### src/rtl/uart.sv
// uart: 8N1 serial port, 16x oversampled, with a small FIFO per direction.
// Bus strobes arrive asynchronously and are synchronised before use.
module uart #(
  parameter int FIFO_DEPTH = 4,
  parameter int DIV_WIDTH  = 16
) (
  input  logic       clk,
  input  logic       nRST,
  input  logic       cs,
  input  logic [2:0] a,
  input  logic       rd,
  input  logic       wr,
  input  logic [7:0] din,
  output logic [7:0] dout,
  input  logic       rxd,
  output logic       txd,
  input  logic       cts,
  input  logic       dcd,
  input  logic       dsr,
  input  logic       ri,
  output logic       rts,
  output logic       dtr,
  output logic       tx_irq,
  output logic       rx_irq
);
  localparam int AW = $clog2(FIFO_DEPTH);
  localparam logic [AW:0] FULL_CNT = (AW+1)'(FIFO_DEPTH);
  localparam logic [1:0] S_IDLE  = 2'd0;
  localparam logic [1:0] S_START = 2'd1;
  localparam logic [1:0] S_DATA  = 2'd2;
  localparam logic [1:0] S_STOP  = 2'd3;

  logic [2:0]           r_wrSync, r_rdSync;
  logic                 r_rdIsData;
  logic [3:0]           r_modemS1, r_modemS2;
  logic [1:0]           r_rxdS;
  logic [3:0]           r_ctrl;
  logic [DIV_WIDTH-1:0] r_divisor, r_baudCnt;
  logic                 r_overrun, r_framing, r_txIrq, r_rxIrq;

  logic [7:0]    r_txMem [FIFO_DEPTH];
  logic [AW-1:0] r_txWp, r_txRp;
  logic [AW:0]   r_txCnt;
  logic [1:0]    r_txState;
  logic [3:0]    r_txTickCnt;
  logic [2:0]    r_txBitCnt;
  logic [7:0]    r_txShift;
  logic          r_txd;

  logic [7:0]    r_rxMem [FIFO_DEPTH];
  logic [AW-1:0] r_rxWp, r_rxRp;
  logic [AW:0]   r_rxCnt;
  logic [1:0]    r_rxState;
  logic [3:0]    r_rxTickCnt;
  logic [2:0]    r_rxBitCnt;
  logic [7:0]    r_rxShift;

  logic        w_wrCommit, w_rdRise, w_rdFall, w_tick, w_rxd, w_cts;
  logic        w_dataWrite, w_statusWrite, w_ctrlWrite, w_divLoWrite, w_divHiWrite;
  logic        w_txEmpty, w_txFull, w_txPush, w_txStart, w_txIdle;
  logic        w_rxEmpty, w_rxFull, w_rxPop, w_rxDone, w_rxPush, w_rxWrite, w_rxFrameErr;
  logic [15:0] w_div16;

  assign w_wrCommit    = r_wrSync[1] & ~r_wrSync[2];
  assign w_rdRise      = r_rdSync[1] & ~r_rdSync[2];
  assign w_rdFall      = ~r_rdSync[1] & r_rdSync[2];
  assign w_dataWrite   = w_wrCommit && (a == 3'd0);
  assign w_statusWrite = w_wrCommit && (a == 3'd1);
  assign w_ctrlWrite   = w_wrCommit && (a == 3'd2);
  assign w_divLoWrite  = w_wrCommit && (a == 3'd3);
  assign w_divHiWrite  = w_wrCommit && (a == 3'd4);
  assign w_rxd         = r_rxdS[1];
  assign w_cts         = r_modemS2[0];
  assign w_div16       = 16'(r_divisor);
  assign w_tick        = (r_baudCnt == r_divisor);

  // The data-register flag is captured at the read's start so the pop on the
  // trailing edge does not depend on A still being valid then.
  always_ff @(posedge clk or negedge nRST) begin
    if (!nRST) begin
      r_wrSync   <= '0;
      r_rdSync   <= '0;
      r_rdIsData <= 1'b0;
      r_modemS1  <= '0;
      r_modemS2  <= '0;
      r_rxdS     <= 2'b11;
    end else begin
      r_wrSync  <= {r_wrSync[1:0], cs & wr};
      r_rdSync  <= {r_rdSync[1:0], cs & rd};
      if (w_rdRise) r_rdIsData <= (a == 3'd0);
      r_modemS1 <= {ri, dsr, dcd, cts};
      r_modemS2 <= r_modemS1;
      r_rxdS    <= {r_rxdS[0], rxd};
    end
  end

  always_ff @(posedge clk or negedge nRST) begin
    if (!nRST) begin
      r_ctrl    <= '0;
      r_divisor <= '0;
      r_baudCnt <= '0;
      r_overrun <= 1'b0;
      r_framing <= 1'b0;
      r_txIrq   <= 1'b0;
      r_rxIrq   <= 1'b0;
    end else begin
      if (w_ctrlWrite)  r_ctrl    <= din[3:0];
      if (w_divLoWrite) r_divisor <= DIV_WIDTH'({w_div16[15:8], din});
      if (w_divHiWrite) r_divisor <= DIV_WIDTH'({din, w_div16[7:0]});
      if (w_divLoWrite || w_divHiWrite || w_tick) r_baudCnt <= '0;
      else                                        r_baudCnt <= r_baudCnt + 1'b1;
      if (w_statusWrite) begin
        r_overrun <= 1'b0;
        r_framing <= 1'b0;
      end
      if (w_rxPush && w_rxFull && !w_rxPop) r_overrun <= 1'b1;
      if (w_rxFrameErr)                     r_framing <= 1'b1;
      r_rxIrq <= r_ctrl[0] & (~w_rxEmpty | r_overrun | r_framing);
      r_txIrq <= r_ctrl[1] & w_txEmpty;
    end
  end

  assign w_txEmpty = (r_txCnt == '0);
  assign w_txFull  = (r_txCnt == FULL_CNT);
  assign w_txPush  = w_dataWrite & ~w_txFull;
  assign w_txIdle  = w_txEmpty & (r_txState == S_IDLE);
  assign w_txStart = w_tick & ~w_txEmpty & w_cts &
                     ((r_txState == S_IDLE) || ((r_txState == S_STOP) && (r_txTickCnt == 4'd15)));

  always_ff @(posedge clk) begin
    if (w_txPush) r_txMem[r_txWp] <= din;
  end

  always_ff @(posedge clk or negedge nRST) begin
    if (!nRST) begin
      r_txWp  <= '0;
      r_txRp  <= '0;
      r_txCnt <= '0;
    end else begin
      if (w_txPush)  r_txWp <= r_txWp + 1'b1;
      if (w_txStart) r_txRp <= r_txRp + 1'b1;
      if (w_txPush && !w_txStart)      r_txCnt <= r_txCnt + 1'b1;
      else if (!w_txPush && w_txStart) r_txCnt <= r_txCnt - 1'b1;
    end
  end

  // A new character may start straight out of the final stop tick, so
  // back-to-back characters carry no idle gap.
  always_ff @(posedge clk or negedge nRST) begin
    if (!nRST) begin
      r_txState   <= S_IDLE;
      r_txTickCnt <= '0;
      r_txBitCnt  <= '0;
      r_txShift   <= '0;
      r_txd       <= 1'b1;
    end else if (w_txStart) begin
      r_txState   <= S_START;
      r_txTickCnt <= '0;
      r_txShift   <= r_txMem[r_txRp];
      r_txd       <= 1'b0;
    end else if (w_tick) begin
      case (r_txState)
        S_START: begin
          r_txTickCnt <= r_txTickCnt + 1'b1;
          if (r_txTickCnt == 4'd15) begin
            r_txState  <= S_DATA;
            r_txBitCnt <= '0;
            r_txd      <= r_txShift[0];
          end
        end
        S_DATA: begin
          r_txTickCnt <= r_txTickCnt + 1'b1;
          if (r_txTickCnt == 4'd15) begin
            if (r_txBitCnt == 3'd7) begin
              r_txState <= S_STOP;
              r_txd     <= 1'b1;
            end else begin
              r_txBitCnt <= r_txBitCnt + 1'b1;
              r_txShift  <= {1'b0, r_txShift[7:1]};
              r_txd      <= r_txShift[1];
            end
          end
        end
        S_STOP: begin
          r_txTickCnt <= r_txTickCnt + 1'b1;
          if (r_txTickCnt == 4'd15) r_txState <= S_IDLE;
        end
        default: ;
      endcase
    end
  end

  assign w_rxEmpty    = (r_rxCnt == '0);
  assign w_rxFull     = (r_rxCnt == FULL_CNT);
  assign w_rxPop      = w_rdFall & r_rdIsData & ~w_rxEmpty;
  assign w_rxDone     = w_tick && (r_rxState == S_STOP) && (r_rxTickCnt == 4'd15);
  assign w_rxPush     = w_rxDone & w_rxd;
  assign w_rxFrameErr = w_rxDone & ~w_rxd;
  assign w_rxWrite    = w_rxPush & (~w_rxFull | w_rxPop);

  always_ff @(posedge clk) begin
    if (w_rxWrite) r_rxMem[r_rxWp] <= r_rxShift;
  end

  always_ff @(posedge clk or negedge nRST) begin
    if (!nRST) begin
      r_rxWp  <= '0;
      r_rxRp  <= '0;
      r_rxCnt <= '0;
    end else begin
      if (w_rxWrite) r_rxWp <= r_rxWp + 1'b1;
      if (w_rxPop)   r_rxRp <= r_rxRp + 1'b1;
      if (w_rxWrite && !w_rxPop)      r_rxCnt <= r_rxCnt + 1'b1;
      else if (!w_rxWrite && w_rxPop) r_rxCnt <= r_rxCnt - 1'b1;
    end
  end

  // The line must still be low at the eighth tick; that point then becomes
  // the mid-bit reference for every later 16-tick sample.
  always_ff @(posedge clk or negedge nRST) begin
    if (!nRST) begin
      r_rxState   <= S_IDLE;
      r_rxTickCnt <= '0;
      r_rxBitCnt  <= '0;
      r_rxShift   <= '0;
    end else if (w_tick) begin
      case (r_rxState)
        S_IDLE: begin
          if (!w_rxd) begin
            r_rxState   <= S_START;
            r_rxTickCnt <= '0;
          end
        end
        S_START: begin
          r_rxTickCnt <= r_rxTickCnt + 1'b1;
          if (r_rxTickCnt == 4'd7) begin
            if (w_rxd) begin
              r_rxState <= S_IDLE;
            end else begin
              r_rxState   <= S_DATA;
              r_rxTickCnt <= '0;
              r_rxBitCnt  <= '0;
            end
          end
        end
        S_DATA: begin
          r_rxTickCnt <= r_rxTickCnt + 1'b1;
          if (r_rxTickCnt == 4'd15) begin
            r_rxShift  <= {w_rxd, r_rxShift[7:1]};
            r_rxBitCnt <= r_rxBitCnt + 1'b1;
            if (r_rxBitCnt == 3'd7) r_rxState <= S_STOP;
          end
        end
        S_STOP: begin
          r_rxTickCnt <= r_rxTickCnt + 1'b1;
          if (r_rxTickCnt == 4'd15) r_rxState <= S_IDLE;
        end
        default: ;
      endcase
    end
  end

  always_comb begin
    dout = 8'h00;
    case (a)
      3'd0: if (!w_rxEmpty) dout = r_rxMem[r_rxRp];
      3'd1: dout = {3'b000, r_framing, w_txIdle, r_overrun, ~w_txFull, ~w_rxEmpty};
      3'd2: dout = {4'h0, r_ctrl};
      3'd3: dout = w_div16[7:0];
      3'd4: dout = w_div16[15:8];
      3'd5: dout = {4'h0, r_modemS2};
      default: dout = 8'h00;
    endcase
  end

  assign txd    = r_txd;
  assign rts    = r_ctrl[2];
  assign dtr    = r_ctrl[3];
  assign tx_irq = r_txIrq;
  assign rx_irq = r_rxIrq;
endmodule

### config.mk
export PLATFORM = sky130hd
export DESIGN_NAME = uart
export DESIGN_NICKNAME = d
export VERILOG_FILES = /design/src/rtl/uart.sv
export SDC_FILE = /design/constraint.sdc
export NUM_CORES = 1
export LEC_CHECK = 0
export ABC_AREA = 1
export BUFFER_PORTS_ARGS = -buffer_cell sky130_fd_sc_hd__buf_2
export CELL_PAD_IN_SITES_DETAIL_PLACEMENT = 1
export CELL_PAD_IN_SITES_GLOBAL_PLACEMENT = 1
export CORE_UTILIZATION = 40
export CTS_CLUSTER_DIAMETER = 100
export DETAILED_ROUTE_END_ITERATION = 7
export GPL_TIMING_DRIVEN = 1
export PLACE_DENSITY = 0.65
export SYNTH_ARGS = -nofsm -noshare
export SYNTH_HDL_FRONTEND = slang
export SYNTH_SLANG_ARGS = --single-unit
export TNS_END_PERCENT = 30
### constraint.sdc
create_clock -name clk -period 4.8 [get_ports clk]
set_input_delay 0.96 -clock clk [delete_from_list [all_inputs] [get_ports clk]]
set_output_delay 0.96 -clock clk [all_outputs]
set_load 0.05 [all_outputs]
==> metrics.yaml <==
outcome:
  status: "complete, no violations"
worst_setup_path:
  cp.required_ns: 3.84
  reg2reg_depth: 16
  endpoint_kind: "output port"
  rr_endpoint: "r_rxCnt[2]"
  crit_path_max_fanout: 18
  startpoint_type: "register"
  arrival_ns: 2.55
  r2r-start: "r_divisor[5]"
  r2r_slack_ns: 1.72
  path_class: "reg -> out"
clocking:
  numCtsBuffers: 17
  clock_latency_ns: 0.43
  cts_max_level: 4
  clkSlewWorstSetupHoldPaths_ns: 0.07
  root_buffer: "clkbuf_16"
  cts_tree: "yes"
  ctsLongestPathBuffers: 2
  cts_hold_buf: 0
  ctsResizeCount: 0
  cts_sinks: 170
  cts_setup_buffers: 0
routing:
  m1WireLength_um: 9678
  first_pass_iters: 4
  post_drt_wl_per_cell_um: 16.83
  wl_met3_um: 501
  routed.top_layer: "met4"
  antenna_left: 0
  first_iter_violations: 253
  via_per_inst: 5.016
  wl_um: 20460
  vias: 6100
  wl_met2_um: 9844
  drcViolationCount: 0
timing:
  finalSetupTns_ns: 0
  worst_slew_pin_slew_ns: 0.8549
  fin_skew_ns: 0.01118
  hold_violations: 0
  fmax_mhz: 284.6
  maxSlewHeadroom_pct: 42.80
  fin_crit_sh_pct: 73.20
  slew_viol_final: 0
  finalSetupViolCount: 0
  setup_ws_ns: 1.287
  rsz0062_at_grt: "false"
  fin_crit_ns: 3.513
place:
  dpl_worst_slack_ns: 1.312
  dp_cells: 1184
  port_buffers: 33
  routabilityCongestion: 0.8739
  dpl.hpwl_um: 15320
logic_synthesis:
  netlist_instances: 902
  async_flop_share_pct: 62.35
  synth_fp_nets: 946
  synth-seq-area-share_pct: 56.63
  synth.area.mux_share_pct: 0.2786
  syn_avg_cell_area_um2: 8.962
  synth_seq_cells: 170
  synth_compound_area_share_pct: 9.008
  synth_xor_area_share_pct: 1.733
  synthSimpleGateAreaFrac_pct: 20.77
  ys.flop_type: "dfrtp_1"
  synth.distinct_cells: 40
  synth-edff-count: 64
  synth_top_family_by_area: "simple AND/OR/NAND/NOR gates"
  synthAdderAreaFrac_pct: 3.746
  syn-cell-area_um2: 8084
  yosys_warnings: 0
worst_hold_path:
  min_to: "r_wrSync[1]"
  hold_depth: 0
  min_from: "r_wrSync[0]"
  min_path_type: "reg -> reg"
die:
  io_pins: 34
  die_area_um2: 20780
  die_w_um: 144.2
  start_util_pct: 41.13
  placementRows: 51
  die_h_um: 144.2
  core_um2: 19650
grt:
  first_global_vias: 6487
  grt_usage_pct: 21.49
  grt_pass1_wl_um: 33600
  grt_overflow: 0
  grt_max_degree: 39
  grt_antenna_before_repair: 0
final_layout:
  final_layout_size_suffix_gt1_share_pct: 10.09
  layout_commonest_cell: "nand2_1"
  final_util_pct: 46.16
  fin_cells: 1216
  final_cell_mix: "nand2_1, inv_1, nor2_1"
  nFillCells: 2359
  synthToLayoutAreaGrowth_pct: 12.23
  nets: 982
  n_antenna_cell: 0
power_and_ir_drop:
  total_power_mw: 4.342
  ir_drop_mv: 0.2085
  p_leak_nw: 4.281
  p_per_area_nw_per_um2: 478.6
run:
  cap_violations: 0
-- final cells by class --
type	instances	area, um2	share of cell area [%]
tap	265	331.6	3.655
sequential	170	4578	50.46
clock buffer	18	429.2	4.730
multi-input combinational	569	2873	31.66
clock inverter	14	133.9	1.476
timing repair buffer	35	182.7	2.014
inverter	145	544.3	5.999
-- routing by layer --
metal,global-route usage (%),up-vias
li1,-,2991
met2,35.83,69
met4,7.479,0
met3,4.371,23
met1,27.75,3017
met5,0,-
-- where the power goes --
part           switching, mW  internal (mW)  leakage [nW]
combinational          0.711          0.351          2.01
sequential             0.240           1.70          1.99
clock                  0.615          0.728         0.280
total                   1.57           2.78          4.28
-- per-stage QoR --
stage / cell area [um2] / hold WS [ns]
6_report: 9072 / 0.3532
5_1_grt: 9072 / 0.3603
4_1_cts: 9072 / 0.3531
3_5_place_dp: 8509 / 0.3379
3_3_place_gp: 8509 / 0.3448
2_1_floorplan: 8084 / 0.3312
-- cell families after synthesis --
group,after synthesis
DFF,170
adders and majority gates,23
buffers and inverters,163
AOI/OAI and AO/OA,129
xor gates and xnor gates,16
and+or+nand+nor,399
muxes,2
-- worst max path at each step --
| stage | slack [ns] | from | endpoint |
|---|---|---|---|
| 6_report | 1.29 | r_rxRp[0] | dout[0] |
| 5_1_grt | 1.08 | r_rxRp[0] | dout[0] |
| 4_1_cts | 1.23 | r_rxRp[0] | dout[2] |
| 3_5_place_dp | 1.31 | a[0] | dout[1] |
| 3_3_place_gp | 1.46 | a[0] | dout[1] |
| 2_1_floorplan | 1.58 | a[1] | dout[5] |
-- flip-flops by register name, indices dropped and copies added (netlist names), 3 cells and up, named ones only --
register	count
r_rxTickCnt	4
r_txBitCnt	3
r_rxMem	32
r_txShift	8
r_txTickCnt	4
r_rdSync	3
r_txCnt	3
r_baudCnt	16
r_rxShift	8
r_divisor	16
r_rxBitCnt	3
r_wrSync	3
r_txMem	32
r_modemS2	4
r_modemS1	4
r_ctrl	4
r_rxCnt	3
-- cells in the mapped netlist, types with 3 or more instances --
| cell | instances | area share [%] |
|---|---|---|
| nand2_1 | 212 | 9.8 |
| inv_1 | 136 | 6.3 |
| nor2_1 | 104 | 4.8 |
| dfrtp_1 | 103 | 32 |
| o21ai_0 | 68 | 4.2 |
| edfxtp_1 | 64 | 24 |
| nand3_1 | 34 | 2.1 |
| ha_1 | 21 | 3.3 |
| o22ai_1 | 20 | 1.5 |
| nor3_1 | 18 | 1.1 |
| a21oi_1 | 16 | 0.99 |
| clkbuf_1 | 11 | 0.51 |
| xor2_1 | 11 | 1.2 |
| nand4_1 | 10 | 0.77 |
| inv_2 | 9 | 0.42 |
| o21ai_1 | 7 | 0.43 |
| nand2_2 | 5 | 0.39 |
| xnor2_1 | 5 | 0.54 |
| buf_2 | 4 | 0.25 |
| o2111ai_1 | 4 | 0.43 |
| dfstp_2 | 3 | 0.98 |
| nand3b_1 | 3 | 0.28 |
| nor2_2 | 3 | 0.23 |
| nor4_1 | 3 | 0.23 |
| o21ai_2 | 3 | 0.33 |
| o221ai_1 | 3 | 0.33 |
-- critical path: stages, from the launching register on --
cell	delay (ns)
dfrtp_1	0.72
inv_1	0.42
o21ai_0	0.25
o21ai_0	0.13
o2111ai_1	0.21
nand3b_1	0.14
buf_2	0.24
Power figures use the tool's default switching activity.
